## src/rtl/playlist_pkg.sv

```systemverilog
// Shared types and constants for the playlist sequencer: FSM states, repeat modes and
// the shuffle LFSR seed/taps.
package playlist_pkg;

    typedef enum logic [1:0] {
        StStop,
        StPlay,
        StPause,
        StGap
    } state_e;

    localparam logic [1:0] RPT_NONE = 2'd0;
    localparam logic [1:0] RPT_ALL  = 2'd1;
    localparam logic [1:0] RPT_ONE  = 2'd2;

    // Fibonacci taps 8,6,5,4 expressed as a bit mask over lfsr[7:0]
    localparam logic [7:0] LFSR_SEED = 8'hA5;
    localparam logic [7:0] LFSR_TAPS = 8'hB8;

endpackage

```

## src/rtl/playlist_sequencer_beat_timer.sv

```systemverilog
// Beat-rate divider: counts 0..BEAT_DIV-1 while enabled, holds otherwise, and flags the
// terminal count as a single-cycle tick.
module beat_timer
    import playlist_pkg::*;
#(
    parameter int unsigned BEAT_DIV = 25_000_000
) (
    input  logic clk,
    input  logic reset,
    input  logic en_i,
    input  logic clr_i,
    output logic tick_o
);

    localparam int unsigned CntW = $clog2(BEAT_DIV);

    logic [CntW-1:0] cnt_q, cnt_d;
    logic            at_term;

    assign at_term = (cnt_q == CntW'(BEAT_DIV - 1));
    assign tick_o  = en_i && at_term;

    always_comb begin
        cnt_d = cnt_q;
        if (clr_i) begin
            cnt_d = '0;
        end else if (en_i) begin
            cnt_d = at_term ? '0 : cnt_q + CntW'(1);
        end
    end

    always_ff @(posedge clk or posedge reset) begin
        if (reset) begin
            cnt_q <= '0;
        end else begin
            cnt_q <= cnt_d;
        end
    end

endmodule

```

## src/rtl/playlist_sequencer.sv

```systemverilog
// Playback controller: STOP/PLAY/PAUSE/GAP sequencing of song index and note address.
// Optional shuffle support is compiled in with `define SHUFFLE_EN.
module playlist_sequencer
    import playlist_pkg::*;
#(
    parameter int unsigned NUM_SONGS = 4,
    parameter int unsigned IDX_W     = 2,
    parameter int unsigned ADDR_W    = 7,
    parameter int unsigned BEAT_DIV  = 25_000_000,
    parameter int unsigned GAP_BEATS = 2
) (
    input  logic              clk,
    input  logic              reset,
    input  logic              play_btn_i,
    input  logic              stop_btn_i,
    input  logic              next_btn_i,
    input  logic              prev_btn_i,
    input  logic [1:0]        repeat_mode_i,
`ifdef SHUFFLE_EN
    input  logic              shuffle_i,
`endif
    input  logic              song_end_i,
    output logic [IDX_W-1:0]  song_o,
    output logic [ADDR_W-1:0] note_addr_o,
    output logic              beat_o,
    output logic              playing_o,
    output logic              mute_o
);

    localparam int unsigned GapW = $clog2(GAP_BEATS + 1);
    localparam logic [IDX_W-1:0] LastSong = IDX_W'(NUM_SONGS - 1);

    state_e            state_q, state_d;
    logic [IDX_W-1:0]  song_q, song_d;
    logic [ADDR_W-1:0] addr_q, addr_d;
    logic [GapW-1:0]   gap_q, gap_d;
    logic              beat_q, beat_d;
    logic              tick, timer_en, timer_clr;
    logic [IDX_W-1:0]  inc_song, dec_song, adv_song;
    logic              last_song;

    assign inc_song = (song_q == LastSong) ? '0 : song_q + IDX_W'(1);
    assign dec_song = (song_q == '0) ? LastSong : song_q - IDX_W'(1);

`ifdef SHUFFLE_EN
    logic [7:0]       lfsr_q;
    logic [IDX_W-1:0] played_q, played_d;
    logic [IDX_W-1:0] rand_song;
    logic             auto_adv;

    assign rand_song = IDX_W'({24'd0, lfsr_q} % NUM_SONGS);
    assign adv_song  = !shuffle_i ? inc_song : (rand_song == song_q) ? inc_song : rand_song;
    assign last_song = shuffle_i ? (played_q == LastSong) : (song_q == LastSong);

    always_ff @(posedge clk or posedge reset) begin
        if (reset) begin
            lfsr_q   <= LFSR_SEED;
            played_q <= '0;
        end else begin
            lfsr_q   <= {lfsr_q[6:0], ^(lfsr_q & LFSR_TAPS)};
            played_q <= played_d;
        end
    end

    always_comb begin
        played_d = played_q;
        if (state_d == StStop) begin
            played_d = '0;
        end else if (auto_adv && shuffle_i) begin
            played_d = played_q + IDX_W'(1);
        end
    end
`else
    assign adv_song  = inc_song;
    assign last_song = (song_q == LastSong);
`endif

    assign timer_en  = (state_q == StPlay) || (state_q == StGap);
    // Any song change, stop or idle state restarts the beat from zero
    assign timer_clr = stop_btn_i || next_btn_i || prev_btn_i || (state_q == StStop);

    beat_timer #(
        .BEAT_DIV (BEAT_DIV)
    ) u_beat_timer (
        .clk    (clk),
        .reset  (reset),
        .en_i   (timer_en),
        .clr_i  (timer_clr),
        .tick_o (tick)
    );

    always_comb begin
        state_d = state_q;
        song_d  = song_q;
        addr_d  = addr_q;
        gap_d   = gap_q;
        beat_d  = 1'b0;
`ifdef SHUFFLE_EN
        auto_adv = 1'b0;
`endif
        if (stop_btn_i) begin
            state_d = StStop;
            addr_d  = '0;
        end else if (next_btn_i || prev_btn_i) begin
            song_d = next_btn_i ? adv_song : dec_song;
            addr_d = '0;
            gap_d  = '0;
            if (state_q == StPlay || state_q == StGap) begin
                state_d = StGap;
            end
        end else if (play_btn_i && state_q != StGap) begin
            case (state_q)
                StStop: begin
                    state_d = StPlay;
                    addr_d  = '0;
                end
                StPlay:  state_d = StPause;
                default: state_d = StPlay;
            endcase
        end else if (tick) begin
            beat_d = 1'b1;
            if (state_q == StPlay) begin
                if (!song_end_i) begin
                    addr_d = addr_q + ADDR_W'(1);
                end else begin
                    addr_d  = '0;
                    gap_d   = '0;
                    state_d = StGap;
                    case (repeat_mode_i)
                        RPT_ONE: ;
                        RPT_ALL: song_d = adv_song;
                        default: begin
                            if (last_song) begin
                                state_d = StStop;
                                song_d  = '0;
                            end else begin
                                song_d = adv_song;
`ifdef SHUFFLE_EN
                                auto_adv = 1'b1;
`endif
                            end
                        end
                    endcase
                end
            end else if (gap_q == GapW'(GAP_BEATS - 1)) begin
                state_d = StPlay;
                gap_d   = '0;
                addr_d  = '0;
            end else begin
                gap_d = gap_q + GapW'(1);
            end
        end
    end

    always_ff @(posedge clk or posedge reset) begin
        if (reset) begin
            state_q <= StStop;
            song_q  <= '0;
            addr_q  <= '0;
            gap_q   <= '0;
            beat_q  <= 1'b0;
        end else begin
            state_q <= state_d;
            song_q  <= song_d;
            addr_q  <= addr_d;
            gap_q   <= gap_d;
            beat_q  <= beat_d;
        end
    end

    assign song_o      = song_q;
    assign note_addr_o = addr_q;
    assign beat_o      = beat_q;
    assign playing_o   = (state_q == StPlay);
    assign mute_o      = (state_q != StPlay);

endmodule

```

## config.mk

```make
export PLATFORM = sky130hd
export DESIGN_NAME = playlist_sequencer
export DESIGN_NICKNAME = d
export VERILOG_FILES = /design/src/rtl/playlist_pkg.sv /design/src/rtl/playlist_sequencer_beat_timer.sv /design/src/rtl/playlist_sequencer.sv
export SDC_FILE = /design/constraint.sdc
export NUM_CORES = 1
export LEC_CHECK = 0
export ABC_AREA = 1
export CAP_MARGIN = 20
export CORE_MARGIN = 4
export CORE_UTILIZATION = 30
export CTS_BUF_LIST = sky130_fd_sc_hd__clkbuf_8
export CTS_CLUSTER_SIZE = 14
export DETAILED_ROUTE_END_ITERATION = 16
export GPL_ROUTABILITY_DRIVEN = 1
export PLACE_DENSITY = 0.53
export SYNTH_ARGS = -nofsm -noshare
export SYNTH_HDL_FRONTEND = slang
export SYNTH_SLANG_ARGS = --single-unit
```

## constraint.sdc

```tcl
create_clock -name clk -period 1.65 [get_ports clk]
set_input_delay 0.33 -clock clk [delete_from_list [all_inputs] [get_ports clk]]
set_output_delay 0.33 -clock clk [all_outputs]
set_load 0.02 [all_outputs]
```

==> results_dict.tcl <==
set metrics [dict create \
    switching_share_pct 32.7 \
    ys_types 32 \
    n_antenna_cell 0 \
    run_status "completed" \
    rrSetupSlack_ns 0.02 \
    cts_tree "built" \
    ys_ff_latch 39 \
    hold_viol 0 \
    maxSlewViolCount 0 \
    synth.top_cell.area_share_pct 38.5 \
    clock_path_buffers 2 \
    die_width_um 100 \
    antenna_found_initial 0 \
    clock.fmax_ghz 0.613 \
    place_congestion 0.805 \
    route.detailed.drc 0 \
    final_cell_mix "nand2_1 (84), buf_4 (57), nor2_1 (44), inv_1 (40), dfrtp_1 (38)" \
    die-area_sq_mm 0.00999 \
    intPower_mw 1.55 \
    final_common_cell "nand2_1" \
    rsz0062_at_grt "true" \
    crit_path_end_kind "flop" \
    min_period_ns 1.63 \
    cp_common_cell "nand2_2" \
    h-tree-depth 2 \
    grt_max_degree 40 \
    rows 33 \
    use_met3_pct 2.50 \
    p_comb_share_pct 25.5 \
    fillers 815 \
    crit_type "flop to flop" \
    min_path_type "input pin to async pin" \
    max_slew_margin_pct 80.1 \
    via_count 2564 \
    path_delay_family "simple AND/OR/NAND/NOR gates" \
    max_stage_delay_ns 0.42 \
    portBuffers 20 \
    synth.largest_area_cell "dfrtp_1" \
    leakage_nw 1.72 \
    synth_nets 378 \
    start_kind "flop" \
    grt_usage_pct 13.4 \
    p_sw_mw 0.751 \
    dp_hpwl_mm 4.65 \
    drtIter0Drc 46 \
    vias_per_cell 4.59 \
    r2r_start "u_beat_timer.cnt_q[1]" \
    crit_chain "ha_4 > nand3_4 > buf_6 > nor3_4 > nand2_2 > nand2_2 > nand2_4 > buf_12 > and3_4" \
    crit_fanout 6 \
    dpl_cell_area_sq_mm 0.00325 \
    critical_path_required_ns 1.85 \
    place_ws_ns -0.279 \
    avgSynthCellArea_sq_um 6.97 \
    initial_core_util_pct 30.9 \
    power_frac_seq_pct 45.3 \
    cp_num_buf_inv 2 \
    period_share_pct 98.9 \
    ir_worst_vdd_mv 0.582 \
    hold_buffers 0 \
    slowest_stage "dfrtp_1" \
    layout.nets 466 \
    wl_per_cell_um 11.8 \
    io-pin-count 21 \
    yosysWarnings 0 \
    use_met1_pct 18.3 \
    final_util_pct 45.5 \
    grt_pass1_vias 2470 \
    worstRegToRegCells 9 \
    layout-drive-gt1-share_pct 32.9 \
    stdcell_area_sq_mm 0.00374 \
    grt.busiest_layer "met2" \
    area_growth_pct 47.3 \
    power_density_mw_per_mm2 615 \
    clkPwrFrac_pct 29.2 \
    routed_wl_mm 6.60 \
    clock-sinks 39 \
    numCtsBuffers 5 \
    antenna_left 0 \
    use_met2_pct 21.3 \
    clock_latency_ns 0.30 \
    die_y_um 100 \
    syn_inst 364 \
    register_area_sq_um 977 \
    multi_input_area_sq_mm 0.00161 \
    final-setup-viol-count 0 \
    path_clk_slew_ns 0.09 \
    setup_slack_ns 0.0176 \
    core_sq_mm 0.00822 \
    maxCapViolations 0 \
    yosysSeqAreaShare_pct 38.5 \
    fin_skew_ns 0.00678 \
    overflow 0 \
    grt_pass1_wl_mm 11.0 \
    worstMarginPinSlew_ns 0.295 \
    root_buffer "clkbuf_8" \
    reg2reg_to "u_beat_timer.cnt_q[15]" \
    synthesis.area_sq_mm 0.00254 \
    cp.arrival_ns 1.83 \
    drtPass1Iterations 4 \
    synth.top_cells.by_area "dfrtp_1 (38%), nand2_1 (15%), nor2_1 (8.4%)" \
]
-- power by group through the flow --
stage / registers [mW] / clock network (mW) / logic [mW]
6_report: 1.04 / 0.672 / 0.586
5_1_grt: 1.05 / 0.728 / 0.655
4_1_cts: 1.04 / 0.695 / 0.527
3_5_place_dp: 1.06 / 0 / 0.543
3_3_place_gp: 1.06 / 0 / 0.539
2_1_floorplan: 1.08 / 0 / 0.285
-- worst max path at each step --
stage                                   endpoint  slack (ns)             startpoint  cells past startpoint
after floorplan                        song_o[0]        0.12             state_q[1]                      8
after global placement            note_addr_o[2]       -0.25             prev_btn_i                     11
after detailed placement          note_addr_o[1]       -0.28             prev_btn_i                     11
after CTS                 u_beat_timer.cnt_q[16]       0.004  u_beat_timer.cnt_q[1]                     12
after global routing      u_beat_timer.cnt_q[18]       -0.11  u_beat_timer.cnt_q[1]                     11
final                     u_beat_timer.cnt_q[15]        0.02  u_beat_timer.cnt_q[1]                      9
-- layer usage --
metal | up-vias | wire length [um]
met5 | - | 0
met4 | 0 | 91
met3 | 12 | 217
met2 | 45 | 3120
met1 | 1178 | 3180
li1 | 1329 | -
-- timing repair --
item	4_1_cts	5_1_grt
pin swaps	4	30
buffers inserted	2	10
endpoints found under the setup margin	35	39
gates resized for setup	21	81
cloned	0	1
-- registers in the layout (all words and copies together), names as in the netlist --
register            count
beat_o                  1
gap_q                   2
note_addr_o             7
song_o                  2
state_q                 2
u_beat_timer.cnt_q     25
-- metrics by stage --
stage	setup TNS [ns]	cells	power [mW]	hold WS (ns)
finish	0	558	2.30	0.376
global route	-1.15	558	2.43	0.383
CTS	0	547	2.26	0.380
detailed placement	-7.24	537	1.60	0.463
global placement	-6.38	537	1.59	0.463
floorplan	0	364	1.37	0.442
-- Yosys cell counts --
cell and n:
nand2_4 1, nor3_2 1, buf_4 2, nand2_1 102, nor3_1 13, xor2_1 7, nand2_2 4, clkinv_1 1
ha_1 5, and3_1 1, nor2_2 4, o21ai_1 1, nor2_1 57, o21bai_1 1, nand3_2 4, inv_1 44
o21ai_2 1, xnor2_1 3, a21oi_1 9, a21oi_4 1, nor4_1 2, inv_2 3, o21ai_0 10, o21ai_4 1
nand3_1 31, or2_2 1, buf_6 2, dfrtp_1 39, buf_2 1, nand4_1 9, nand3b_1 2, o21a_4 1
-- logic make-up (layout without fill, tap and decap cells) --
logic type	count (synthesis)	in the layout	share of synthesized area (%)
AO/OA/AOI/OAI	25	25	6.46
XOR/XNOR	10	10	3.45
adder cells (fa/ha/maj)	5	5	2.47
buffers and inverters	53	142	8.78
flip-flops	39	39	38.5
AND/OR/NAND/NOR	232	232	40.4
-- final cells by class --
class	count	share of cell area [%]
multi-input cells	272	43.1
flip-flops and latches	39	26.1
well taps	105	3.52
clock inverters	3	0.536
repair buffers	86	20.0
clock buffers	5	1.84
inverters	48	4.89
-- worst min-delay path: stages --
cell             delay, ns
clkdlybuf4s50_1       0.39
inv_1                 0.09
buf_12                0.24
(Power assumes the default switching activity.)
